**src/rtl/spi_pwm_gen.sv**
```systemverilog
// PWM generator fed by the SPI register bank; shadow registers reload only at period wrap.
// Optional complementary dead-time output enabled by defining SPI_PWM_DEADTIME_EN.
module spi_pwm_gen #(
  parameter int unsigned WIDTH   = 8,
  parameter int unsigned PRESC_W = 8,
  parameter int unsigned DEAD    = 2
) (
  input  logic               clk,
  input  logic               rst_n,
  input  logic [7:0]         ctrl_i,
  input  logic [PRESC_W-1:0] presc_i,
  input  logic [WIDTH-1:0]   period_i,
  input  logic [WIDTH-1:0]   duty_i,
  output logic               pwm_o,
  output logic               pwm_n_o,
  output logic               period_tick_o,
  output logic               busy_o
);

  typedef enum logic [1:0] {
    S_IDLE = 2'd0,
    S_LOAD = 2'd1,
    S_RUN  = 2'd2
  } state_t;

  state_t             state;
  logic [PRESC_W-1:0] pre;
  logic [PRESC_W-1:0] presc_sh;
  logic [WIDTH-1:0]   cnt;
  logic [WIDTH-1:0]   period_sh;
  logic [WIDTH-1:0]   duty_sh;
  logic               pol_sh;
  logic               oneshot_sh;

  logic en;
  logic tick;
  logic wrap;
  logic raw;
  logic pol_eff;

  // Bits [7:3] of ctrl carry nothing for this block.
  logic unused_ok;
  assign unused_ok = &{1'b0, ctrl_i[7:3], (DEAD != 0)};

  always_comb begin
    en      = ctrl_i[0];
    tick    = (state == S_RUN) && (pre == presc_sh);
    wrap    = tick && (cnt == period_sh);
    raw     = (state == S_RUN) && (cnt < duty_sh);
    // Inactive level follows the live input until a period is actually running.
    pol_eff = (state == S_RUN) ? pol_sh : ctrl_i[1];
  end

  // Control FSM, prescaler, period counter and shadow registers.
  always_ff @(posedge clk or negedge rst_n) begin
    if (!rst_n) begin
      state         <= S_IDLE;
      pre           <= '0;
      cnt           <= '0;
      presc_sh      <= '0;
      period_sh     <= '0;
      duty_sh       <= '0;
      pol_sh        <= 1'b0;
      oneshot_sh    <= 1'b0;
      period_tick_o <= 1'b0;
      busy_o        <= 1'b0;
    end else begin
      period_tick_o <= 1'b0;
      case (state)
        S_IDLE: begin
          pre    <= '0;
          cnt    <= '0;
          busy_o <= en;
          if (en) state <= S_LOAD;
        end
        S_LOAD: begin
          presc_sh   <= presc_i;
          period_sh  <= period_i;
          duty_sh    <= duty_i;
          pol_sh     <= ctrl_i[1];
          oneshot_sh <= ctrl_i[2];
          pre        <= '0;
          cnt        <= '0;
          busy_o     <= 1'b1;
          state      <= S_RUN;
        end
        S_RUN: begin
          if (!en) begin
            pre    <= '0;
            cnt    <= '0;
            busy_o <= 1'b0;
            state  <= S_IDLE;
          end else if (tick) begin
            pre <= '0;
            if (wrap) begin
              cnt           <= '0;
              period_tick_o <= 1'b1;
              presc_sh      <= presc_i;
              period_sh     <= period_i;
              duty_sh       <= duty_i;
              pol_sh        <= ctrl_i[1];
              oneshot_sh    <= ctrl_i[2];
              if (oneshot_sh) begin
                busy_o <= 1'b0;
                state  <= S_IDLE;
              end else begin
                busy_o <= 1'b1;
              end
            end else begin
              cnt <= cnt + WIDTH'(1);
            end
          end else begin
            pre <= pre + PRESC_W'(1);
          end
        end
        default: begin
          pre    <= '0;
          cnt    <= '0;
          busy_o <= 1'b0;
          state  <= S_IDLE;
        end
      endcase
    end
  end

`ifdef SPI_PWM_DEADTIME_EN
  localparam int unsigned DW = 4;

  logic [DW-1:0] dc_a;
  logic [DW-1:0] dc_b;
  logic          raw_n;
  logic          act_a;
  logic          act_b;

  // A channel goes active only once its request has been held for DEAD cycles.
  always_comb begin
    raw_n = (state == S_RUN) && !raw;
    act_a = raw && (dc_a >= DW'(DEAD));
    act_b = raw_n && (dc_b >= DW'(DEAD));
  end

  always_ff @(posedge clk or negedge rst_n) begin
    if (!rst_n) begin
      dc_a    <= '0;
      dc_b    <= '0;
      pwm_o   <= 1'b0;
      pwm_n_o <= 1'b0;
    end else begin
      if (!raw) dc_a <= '0;
      else if (dc_a < DW'(DEAD)) dc_a <= dc_a + DW'(1);
      if (!raw_n) dc_b <= '0;
      else if (dc_b < DW'(DEAD)) dc_b <= dc_b + DW'(1);
      pwm_o   <= act_a ^ pol_eff;
      pwm_n_o <= act_b ^ pol_eff;
    end
  end
`else
  always_ff @(posedge clk or negedge rst_n) begin
    if (!rst_n) pwm_o <= 1'b0;
    else        pwm_o <= raw ^ pol_eff;
  end

  assign pwm_n_o = 1'b0;
`endif

endmodule
```
**config.mk**
```make
export PLATFORM = sky130hd
export DESIGN_NAME = spi_pwm_gen
export DESIGN_NICKNAME = d
export VERILOG_FILES = /design/src/rtl/spi_pwm_gen.sv
export SDC_FILE = /design/constraint.sdc
export NUM_CORES = 1
export LEC_CHECK = 0
export BUFFER_PORTS_ARGS = -buffer_cell sky130_fd_sc_hd__buf_4
export CAP_MARGIN = 10
export CORE_MARGIN = 8
export CORE_UTILIZATION = 35
export CTS_BUF_LIST = sky130_fd_sc_hd__clkbuf_8
export DETAILED_ROUTE_END_ITERATION = 16
export PLACE_DENSITY = 0.61
export SLEW_MARGIN = 10
export SYNTH_ARGS = -nofsm -noshare
export SYNTH_HDL_FRONTEND = slang
export SYNTH_SLANG_ARGS = --single-unit
```
**constraint.sdc**
```tcl
create_clock -name clk -period 3.1 [get_ports clk]
set_input_delay 0.155 -clock clk [delete_from_list [all_inputs] [get_ports clk]]
set_output_delay 0.155 -clock clk [all_outputs]
set_load 0.05 [all_outputs]
```
==> reports/qor.tcl <==
set qor(outcome) {completed}
set qor(synth_top_family_by_area) {multiplexers}
set qor(ys_seq_elements) 47
set qor(drt-initial-drc-count) 78
set qor(rsz_0062_raised_after_global_routing) {false}
set qor(synth_area_sq_um) 2500
set qor(endpoints_failing_setup) 0
set qor(combinational_power_share_pct) 38.8
set qor(period_minus_slack_ns) 2.18
set qor(synth_sequential_area_ratio_pct) 47.1
set qor(grt_start_max_net_pins) 48
set qor(timing.hold.worst.class) {primary input to flop}
set qor(postSynth.asyncResetShare_pct) 100
set qor(worstReg2RegEnd) {period_sh[4]$_DFFE_PN0P_}
set qor(netSwitchingPower_mw) 0.702
set qor(synth.lib_cells_used.distinct) 44
set qor(number_of_enable_flip_flop_cells_after_synthesis) 0
set qor(layout.cells.most_common_list) {dfrtp_1, buf_4, mux2_4}
set qor(ys_dominant_reg_cell) {dfrtp_1}
set qor(core_sq_um) 6870
set qor(clockRootBuffer) {clkbuf_8}
set qor(clock_sink_count) 47
set qor(power.leakage_nw) 1.33
set qor(critical_path_peak_fanout) 16
set qor(die-area_sq_um) 10100
set qor(final_max_slew_viol_count) 0
set qor(i_o_pins) 38
set qor(launch_point_of_the_worst_reg_to_reg_path) {cnt[4]$_DFFE_PN0P_}
set qor(p_int_mw) 1.44
set qor(clock_insertion_delay_worst_skew_ns) 0.29
set qor(mappedNetlistNets) 250
set qor(detailedPlacementHpwl_mm) 3.52
set qor(cp_slowest_stage_delay_ns) 0.49
set qor(fillerInstances) 670
set qor(drt_wl_total_mm) 4.70
set qor(grt_pass1_vias) 1696
set qor(htree_num_levels) 2
set qor(max_slew_margin_pct) 60.7
set qor(numCtsBuffers) 5
set qor(cap_violations) 0
set qor(cts.reportedPaths.clkPinSlew_ns) 0.08
set qor(via_count) 1650
set qor(rows) 30
set qor(routed_length_per_placed_instance_um) 13.8
set qor(layout.cells.non_filler) 341
set qor(timing_hold_violations_final) 0
set qor(p_sw_share_pct) 32.8
set qor(ff2ff_path_depth) 6
set qor(launch_point_of_the_worst_path) {cnt[4]$_DFFE_PN0P_}
set qor(crit_buf_inv) 1
set qor(period_share_pct) 70.4
set qor(clockPowerShare_pct) 16.2
set qor(port_buffers) 31
set qor(die_w_um) 100
set qor(final_layout_size_suffix_gt1_share_pct) 31.0
set qor(initial_utilization_pct) 36.4
set qor(global_route.overflow_total) 0
set qor(cts_tree) {done}
set qor(synthesis.area_per_instance_sq_um) 12.1
set qor(antenna_cells_inserted) 0
set qor(drc_violations_left) 0
set qor(global_route_usage_over_all_layers_pct) 10.2
set qor(hold_buffers) 1
set qor(placedCellCount) 332
set qor(post_cts_resized) 0
set qor(slowest_stage_cell_crit_path) {dfrtp_1}
set qor(syn_inst) 207
set qor(cell_by_cell_listing_of_the_critical_path) {xnor2_1 > nand4_1 > nor2_4 > a31o_1 > buf_4 > mux2_2}
set qor(critical_path_cell_count) 6
set qor(worstSetupEndpointType) {flop}
set qor(fmax_mhz) 458
set qor(final_core_area_utilization_pct) 42.2
set qor(startpoint_type) {flop}
set qor(timing.critical_path.max_delay_family) {simple AND/OR/NAND/NOR gates}
set qor(nets) 287
set qor(vdd_ir_drop_max_v) 0.000270
set qor(ff2ff_setup_slack_ns) 0.92
set qor(detail_route.vias_per_cell) 4.84
set qor(pwr_density_cell_nw_per_um2) 738
set qor(number_of_antenna_violations_at_the_first_check_in_global_routing) 0
set qor(fp.dieH_um) 100
set qor(type_of_the_worst_setup_path) {flop to flop}
set qor(area.growth.synth_to_final_pct) 16.0
set qor(most_common_cell_after_layout_fill_and_taps_aside) {dfrtp_1}
set qor(timing.setup.tns_ns) 0
set qor(timing_worst_slew_pin_value_ns) 0.590
set qor(arithmetic_cell_share_of_the_synthesized_area_counting_full_adders_half_adders_and_majority_gates_pct) 4.51
set qor(synth-compound-area-share_pct) 8.02
set qor(detail_route.first_pass.iterations) 4
set qor(post_synth_mux_area_share_pct) 15.2
set qor(yosys.area_share.simple_pct) 13.5
set qor(postCtsSetupRepairBufs) 0
set qor(critical_path.endpoint) {period_sh[4]$_DFFE_PN0P_}
set qor(synth_xor_area_share_pct) 7.72
set qor(worst_ep_arrival_time_ns) 2.36
set qor(yosys_warnings) 0
set qor(power_frac_seq_pct) 45.0
set qor(timing.hold.worst_path_depth) 2
set qor(clk_skew_ns) 0.00580
set qor(place.gp.congestion) 0.806
set qor(clock_path_buffers) 2
set qor(antenna_left) 0
set qor(grt_pass1_wl_mm) 8.31
set qor(power_mw) 2.14
set qor(crit_required_ns) 3.28
## cells by family (layout without fill, tap and decap cells)
group	Yosys count	after routing
buf+inv	14	52
other cells	1	1
mux	27	27
flops	47	47
xor+xnor	22	22
fa+ha+maj	9	9
simple gates	59	59
compound gates	28	28
## metrics by stage
step	cell area, sq um	setup slack (ns)	hold WS [ns]
6_report	2900	0.917	0.0829
3_3_place_gp	2810	0.920	0.203
5_1_grt	2900	0.750	0.0725
2_1_floorplan	2500	1.16	-0.141
4_1_cts	2900	0.879	0.0741
3_5_place_dp	2810	0.898	0.204
## final cells by class
class                           count  area, sq um  area share, %
Multi-Input combinational cell    146         1220           42.3
Sequential cell                    47         1180           40.6
Timing Repair Buffer               34          258           8.89
Tap cell                           96          120           4.15
Clock buffer                        5         68.8           2.37
Inverter                           10         37.5           1.30
Clock inverter                      3         12.5          0.432
## how the worst min path moves through the flow
stage / startpoint / end / slack [ns]
final: duty_i[6] / duty_sh[6]$_DFFE_PN0P_ / 0.08
after global routing: duty_i[5] / duty_sh[5]$_DFFE_PN0P_ / 0.07
after CTS: duty_i[6] / duty_sh[6]$_DFFE_PN0P_ / 0.07
after detailed placement: rst_n / presc_sh[0]$_DFFE_PN0P_ / 0.20
after global placement: rst_n / presc_sh[0]$_DFFE_PN0P_ / 0.20
after floorplan: rst_n / busy_o$_DFFE_PN0P_ / -0.14
## registers in the layout, indices dropped and copies added (netlist names)
| signal | cells |
|---|---|
| cnt | 8 |
| duty_sh | 8 |
| period_sh | 8 |
| pre | 8 |
| presc_sh | 8 |
| state | 2 |
| busy_o | 1 |
| oneshot_sh | 1 |
| period_tick_o | 1 |
| pol_sh | 1 |
| pwm_o | 1 |
## power groups by stage
stage	clock (mW)	sequential [mW]	combinational (mW)
after global routing	0.379	0.993	0.920
final	0.346	0.964	0.830
after CTS	0.360	0.967	0.849
after floorplan	0	0.983	0.684
after detailed placement	0	0.976	0.846
after global placement	0	0.972	0.824
## per-layer routing
metal  track usage, %  part of all wire, %  wire, um
met1             14.0                   50      2330
met2             15.4                   47      2210
met3             2.14                  2.2       101
met4             3.37                  1.3        61
met5                0                    0         0
## cells in the mapped netlist, types with 2 or more instances
cell type  count  area, sq um
a21oi_1        7         35.0
a2bb2oi_1      5         43.8
and3_1         3         18.8
buf_12         2         40.0
dfrtp_1       47         1180
ha_1           9          113
inv_1         10         37.5
mux2_2         7         78.8
mux2_4        20          300
nand2_1       14         52.6
nand3_1        9         45.0
nand4_1        2         12.5
nor2_1        12         45.0
nor3_1         2         10.0
nor4_4         2         42.5
o21a_1         2         15.0
o21ai_0        3         15.0
or2_2          2         12.5
or3_1          4         25.0
xnor2_1        9         78.8
xor2_1        13          114
(Power assumes the default switching activity.)
